$ cat config.mk
export PLATFORM = sky130hd
export DESIGN_NAME = gpr_wb_arbiter
export DESIGN_NICKNAME = d
export VERILOG_FILES = /design/src/rtl/gpr_wb_arbiter.sv
export SDC_FILE = /design/constraint.sdc
export NUM_CORES = 1
export LEC_CHECK = 0
export CAP_MARGIN = 10
export CORE_UTILIZATION = 30
export DETAILED_ROUTE_END_ITERATION = 16
export SYNTH_ARGS = -nofsm -noshare
export SYNTH_HDL_FRONTEND = slang
export SYNTH_SLANG_ARGS = --single-unit
$ cat constraint.sdc
create_clock -name clk -period 2.35 [get_ports clk]
set_input_delay 0.5875 -clock clk [delete_from_list [all_inputs] [get_ports clk]]
set_output_delay 0.5875 -clock clk [all_outputs]
set_load 0.01 [all_outputs]
$ cat src/rtl/gpr_wb_arbiter.sv
// GPR write-back arbiter: ALU path has priority, LSU returns queue in a FIFO with WAW kill.
// Output registered (ALU 1 cycle, LSU >=2 cycles); LSU backpressured by lsu_ready, ALU by alu_stall.
module gpr_wb_arbiter #(
  parameter int DW       = 32,
  parameter int AW       = 5,
  parameter int DEPTH    = 4,
  parameter int MAX_WAIT = 8
) (
  input  logic                      clk,
  input  logic                      rst,
  input  logic                      alu_wr,
  input  logic [AW-1:0]             alu_waddr,
  input  logic [DW-1:0]             alu_wd,
  output logic                      alu_stall,
  input  logic                      lsu_valid,
  output logic                      lsu_ready,
  input  logic [AW-1:0]             lsu_waddr,
  input  logic [DW-1:0]             lsu_wd,
  input  logic [AW-1:0]             raddr0,
  input  logic [AW-1:0]             raddr1,
  input  logic [AW-1:0]             raddr2,
  output logic                      pend0,
  output logic                      pend1,
  output logic                      pend2,
  output logic                      gpr_wr,
  output logic [AW-1:0]             gpr_waddr,
  output logic [DW-1:0]             gpr_wd,
  output logic [$clog2(DEPTH):0]    fifo_cnt
);
  localparam int PW  = $clog2(DEPTH);
  localparam int CW  = PW + 1;
  localparam int AGW = $clog2(MAX_WAIT + 2);

  logic [AW-1:0]    fifo_waddr_q [DEPTH];
  logic [DW-1:0]    fifo_wd_q    [DEPTH];
  logic [DEPTH-1:0] vld_q, vld_d;
  logic [PW-1:0]    rptr_q, rptr_d, wptr_q, wptr_d;
  logic [CW-1:0]    cnt_q, cnt_d;
  logic [AGW-1:0]   age_q, age_d;
  logic             stall_q, stall_d;
  logic             gpr_wr_q, gpr_wr_d;
  logic [AW-1:0]    gpr_waddr_q, gpr_waddr_d;
  logic [DW-1:0]    gpr_wd_q, gpr_wd_d;
  logic             empty, full, push, pop, alu_acc;

  always_comb begin
    empty   = (cnt_q == '0);
    full    = (cnt_q == CW'(DEPTH));
    push    = lsu_valid && lsu_ready;
    pop     = !empty && (stall_q || !alu_wr);
    alu_acc = alu_wr && !stall_q;

    vld_d       = vld_q;
    rptr_d      = rptr_q;
    wptr_d      = wptr_q;
    gpr_wr_d    = 1'b0;
    gpr_waddr_d = gpr_waddr_q;
    gpr_wd_d    = gpr_wd_q;

    // A newer ALU write to the same register makes older queued loads obsolete.
    for (int i = 0; i < DEPTH; i++) begin
      if (alu_acc && fifo_waddr_q[i] == alu_waddr) vld_d[i] = 1'b0;
    end

    if (pop) begin
      gpr_wr_d     = vld_q[rptr_q];
      gpr_waddr_d  = fifo_waddr_q[rptr_q];
      gpr_wd_d     = fifo_wd_q[rptr_q];
      vld_d[rptr_q] = 1'b0;
      rptr_d       = rptr_q + PW'(1);
    end else if (alu_acc) begin
      gpr_wr_d    = 1'b1;
      gpr_waddr_d = alu_waddr;
      gpr_wd_d    = alu_wd;
    end

    if (push) begin
      vld_d[wptr_q] = 1'b1;
      wptr_d        = wptr_q + PW'(1);
    end

    cnt_d = cnt_q + CW'(push) - CW'(pop);

    if (empty || pop)                  age_d = '0;
    else if (age_q == AGW'(MAX_WAIT + 1)) age_d = age_q;
    else                               age_d = age_q + AGW'(1);

    stall_d = !empty && !pop && (age_q >= AGW'(MAX_WAIT));
  end

  always_ff @(posedge clk) begin
    if (rst) begin
      vld_q       <= '0;
      rptr_q      <= '0;
      wptr_q      <= '0;
      cnt_q       <= '0;
      age_q       <= '0;
      stall_q     <= 1'b0;
      gpr_wr_q    <= 1'b0;
      gpr_waddr_q <= '0;
      gpr_wd_q    <= '0;
    end else begin
      vld_q       <= vld_d;
      rptr_q      <= rptr_d;
      wptr_q      <= wptr_d;
      cnt_q       <= cnt_d;
      age_q       <= age_d;
      stall_q     <= stall_d;
      gpr_wr_q    <= gpr_wr_d;
      gpr_waddr_q <= gpr_waddr_d;
      gpr_wd_q    <= gpr_wd_d;
    end
  end

  always_ff @(posedge clk) begin
    if (push) begin
      fifo_waddr_q[wptr_q] <= lsu_waddr;
      fifo_wd_q[wptr_q]    <= lsu_wd;
    end
  end

  function automatic logic hit(input logic [AW-1:0] a);
    logic h;
    h = gpr_wr_q && (gpr_waddr_q == a);
    for (int i = 0; i < DEPTH; i++) begin
      if (vld_q[i] && fifo_waddr_q[i] == a) h = 1'b1;
    end
    return h;
  endfunction

  assign pend0     = !rst && hit(raddr0);
  assign pend1     = !rst && hit(raddr1);
  assign pend2     = !rst && hit(raddr2);
  assign lsu_ready = !rst && !full;
  assign alu_stall = stall_q;
  assign gpr_wr    = gpr_wr_q;
  assign gpr_waddr = gpr_waddr_q;
  assign gpr_wd    = gpr_wd_q;
  assign fifo_cnt  = cnt_q;
endmodule

==> metrics.md <==
| Metric | Value |
|---|---|
| Core ar. | 0.0305 mm2 |
| Initial core utilization | 30.5% |
| DPL Wire Length | 15300 um |
| Ys Warns | 0 |
| PortBufs | 138 |
| WS Path Type | reg2out |
| Pint | 7530 uW |
| Clock power share | 31.1% |
| Crit-path cells | xor2_1 -> nor4_1 -> and3_1 -> a31oi_1 -> a41oi_2 -> buf_2 |
| Clock Latency Late Sink | 0.50 ns |
| Syn Inst Count | 672 |
| Final Power | 10600 uW |
| Grt ovf | 0 |
| Die width | 178 um |
| Max-cap viol count | 0 |
| Slew margin rel. | 64.3% |
| H-tree Lvls | 1 |
| Post-Route Utilization | 40.6% |
| Top-area cell type share of the netlist area | 47.8% |
| Count of state elements after synthesis | 204 |
| CTS Root Cell | clkbuf_16 |
| Final #Nets | 965 |
| Synth area leader | edfxtp_1 |
| Row cnt | 64 |
| Slowest CP cell | edfxtp_1 |
| Area contributors post-synth | edfxtp_1 48%, dfxtp_1 12%, mux4_1 9.3% |
| CP top delay family | simple AND/OR/NAND/NOR gates |
| ANT nets after route | 0 |
| Worst setup SP type | register |
| Crit path max fanout | 4 |
| CP required | 1.76 ns |
| Sequential share of power | 41.2% |
| Filler instances | 2862 |
| Setup WS post-layout | -0.316 ns |
| CTS sink count | 204 |
| Violated checks | negative setup slack |
| CP peak stage delay | 0.50 ns |
| Layout cells sized above 1 | 18.8% |
| Initial antenna violation count | 2 |
| Total Routing Usage GR | 14.8% |
| Period utilization | 113% |
| Mapped cell area | 0.00930 mm2 |
| Sw Pwr | 3110 uW |
| CP arrival | 2.08 ns |
| VDD IR max | 0.650 mV |
| Via-to-Cell Ratio | 4.68 |
| Die ar. | 0.0317 mm2 |
| IO Count | 139 |
| Largest net degree at the start of global routing | 39 |
| Hold WS | 0.480 ns |
| Outcome | finished, violations left |
| 1st-pass router iterations | 4 |
| Clk buf depth | 3 |
| Cells after DPL | 1208 |
| Sw Share | 29.2% |
| Wire per inst | 18.5 um |
| Clk_skew | 0.00921 ns |
| Pwr/cell area | 859 mW/mm2 |
| Slew Viols, Final | 0 |
| Most used DFF post-synth | edfxtp_1 |
| Post-synth EDFFs | 148 |
| GP Congestion | 0.865 |
| Post-Route WL | 23500 um |
| Buf/Inv on CP | 1 |
| Non-filler cells in the finished layout | 1271 |
| Detailed Route Iter0 Violations | 309 |
| LEAKAGE | 0.00443 uW |
| Max Freq | 375 MHz |
| Area growth, synth to finish | 33.2% |
| Worst Setup End Kind | output pin |
| Vias in the first global route | 6103 |
| Sequential area share after synthesis | 59.8% |
| Remaining DRCs | 0 |
| Post-synth net total | 779 |
| Vert. Die Dim | 178 um |
| Num CTS Buffers | 23 |
| Worst-path clk slew | 0.06 ns |
| Minimum clock period | 2.67 ns |
| Comb pwr share | 27.7% |
| Worst-Margin Slew | 0.536 ns |
| RSZ-0062 raised after global routing | true |
| Synth Area per Inst | 13.8 um2 |
| Worst Hold Class | reg2reg |
| Async S/R FF share, synth | 0% |
| First-pass GRT wire length | 35500 um |
| CTS tree | built |
| Hold Vio Cnt, Final | 0 |
| Netlist cell types | 35 |
| Setup violations, final | 3 |
| Routed via count | 5952 |
[power by group through the flow]
| stage | Sequential [uW] | Combinational, uW | Clock (uW) |
|---|---|---|---|
| CTS | 4380 | 3010 | 3410 |
| detailed placement | 4460 | 2980 | 0 |
| global route | 4420 | 3220 | 3540 |
| floorplan | 4500 | 1860 | 0 |
| finish | 4380 | 2950 | 3310 |
| global placement | 4460 | 2950 | 0 |
[synth_stat cells (all sizes together), types with 10 or more instances]
master,instances
a311oi,37
buf,40
dfxtp,56
inv,11
mux4,38
edfxtp,148
nor4,19
clkbuf,30
xnor2,25
nor2,54
nand2,76
xor2,76
ha,13
nand3,10
[logic make-up (layout without fill, tap and decap cells)]
kind of cell	after synthesis	count (layout)	synth area share (%)
simple gates	177	177	8.45
mux	39	39	10.6
flops	204	204	59.8
fa+ha+maj	14	14	1.96
buf+inv	81	283	4.76
other cells	0	1	0
xor+xnor	101	101	9.51
compound gates	56	56	4.86
[final timing paths]
kind                                     start                       to  slack (ns)  depth (start not counted)
setup / recovery  fifo_waddr_q[2][3]$_DFFE_PP_                    pend2       -0.32                          6
hold / removal         gpr_wd[31]$_SDFFE_PP0P_  gpr_wd[31]$_SDFFE_PP0P_        0.48                          2
setup reg to reg        fifo_cnt[1]$_SDFF_PP0_   fifo_cnt[2]$_SDFF_PP0_        0.32                         10
hold reg to reg        gpr_wd[31]$_SDFFE_PP0P_  gpr_wd[31]$_SDFFE_PP0P_        0.48                          2
[metrics by stage]
step	setup TNS, ns	worst slack, ns	area, um2
floorplan	-0.0291	-0.0291	9370
global placement	-3.31	-0.958	11500
detailed placement	-3.42	-1.00	11500
CTS	-0.995	-0.370	12300
global route	-1.20	-0.412	12400
finish	-0.936	-0.316	12400
[timing repair]
item,CTS,global route
endpoints found under the setup margin,4,4
pin swaps,24,4
hold buffers,0,0
cloned,0,0
resized for setup,37,9
hold endpoints to repair,0,0
setup buffers,18,3
[metal layers]
layer / vias to the layer above / track usage [%] / share of wire (%)
met5: - / 0 / 0
met2: 139 / 25.5 / 49
li1: 2847 / - / -
met3: 30 / 3.01 / 5.5
met4: 0 / 4.06 / 1.8
met1: 2936 / 18.8 / 43
[worst register-to-register path: cells and delay by family (launching register included)]
family | cells | cell delay (ns)
XOR/XNOR | 2 | 0.30
buffers and inverters | 2 | 0.19
flip-flops | 1 | 0.31
AND/OR/NAND/NOR | 3 | 0.34
adder cells (fa/ha/maj) | 3 | 0.78
[registers in the layout (all words and copies together) (netlist names), named ones only]
register and flops:
gpr_waddr 5, age_q 4, gpr_wd 32, fifo_wd_q 128, rptr_q 2, fifo_cnt 3, gpr_wr 1, fifo_waddr_q 20
wptr_q 2, vld_q 4, alu_stall 1
[area by class of cell]
class,instances,area [um2],area share [%]
Multi-Input combinational cell,387,3410,27.5
Antenna cell,1,2.50,0.0202
Clock inverter,12,90.1,0.727
Clock buffer,29,608,4.91
Tap cell,396,495,4.00
Timing Repair Buffer,231,2180,17.6
Inverter,11,41.3,0.333
Sequential cell,204,5570,44.9
[cell usage in the layout, fill, tap and decap left out, types with 10 or more instances in the layout]
cell and n:
a311oi_1 37, clkdlybuf4s50_1 118, ha_1 11, mux4_1 33, xor2_1 76, nor4_1 14, nand2_1 76, nand3_1 10
dfxtp_1 53, xnor2_1 24, clkbuf_16 23, buf_4 76, dlygate4sd2_1 14, nor2_1 53, edfxtp_1 148
Note: power is estimated with default switching activity, not from simulation.
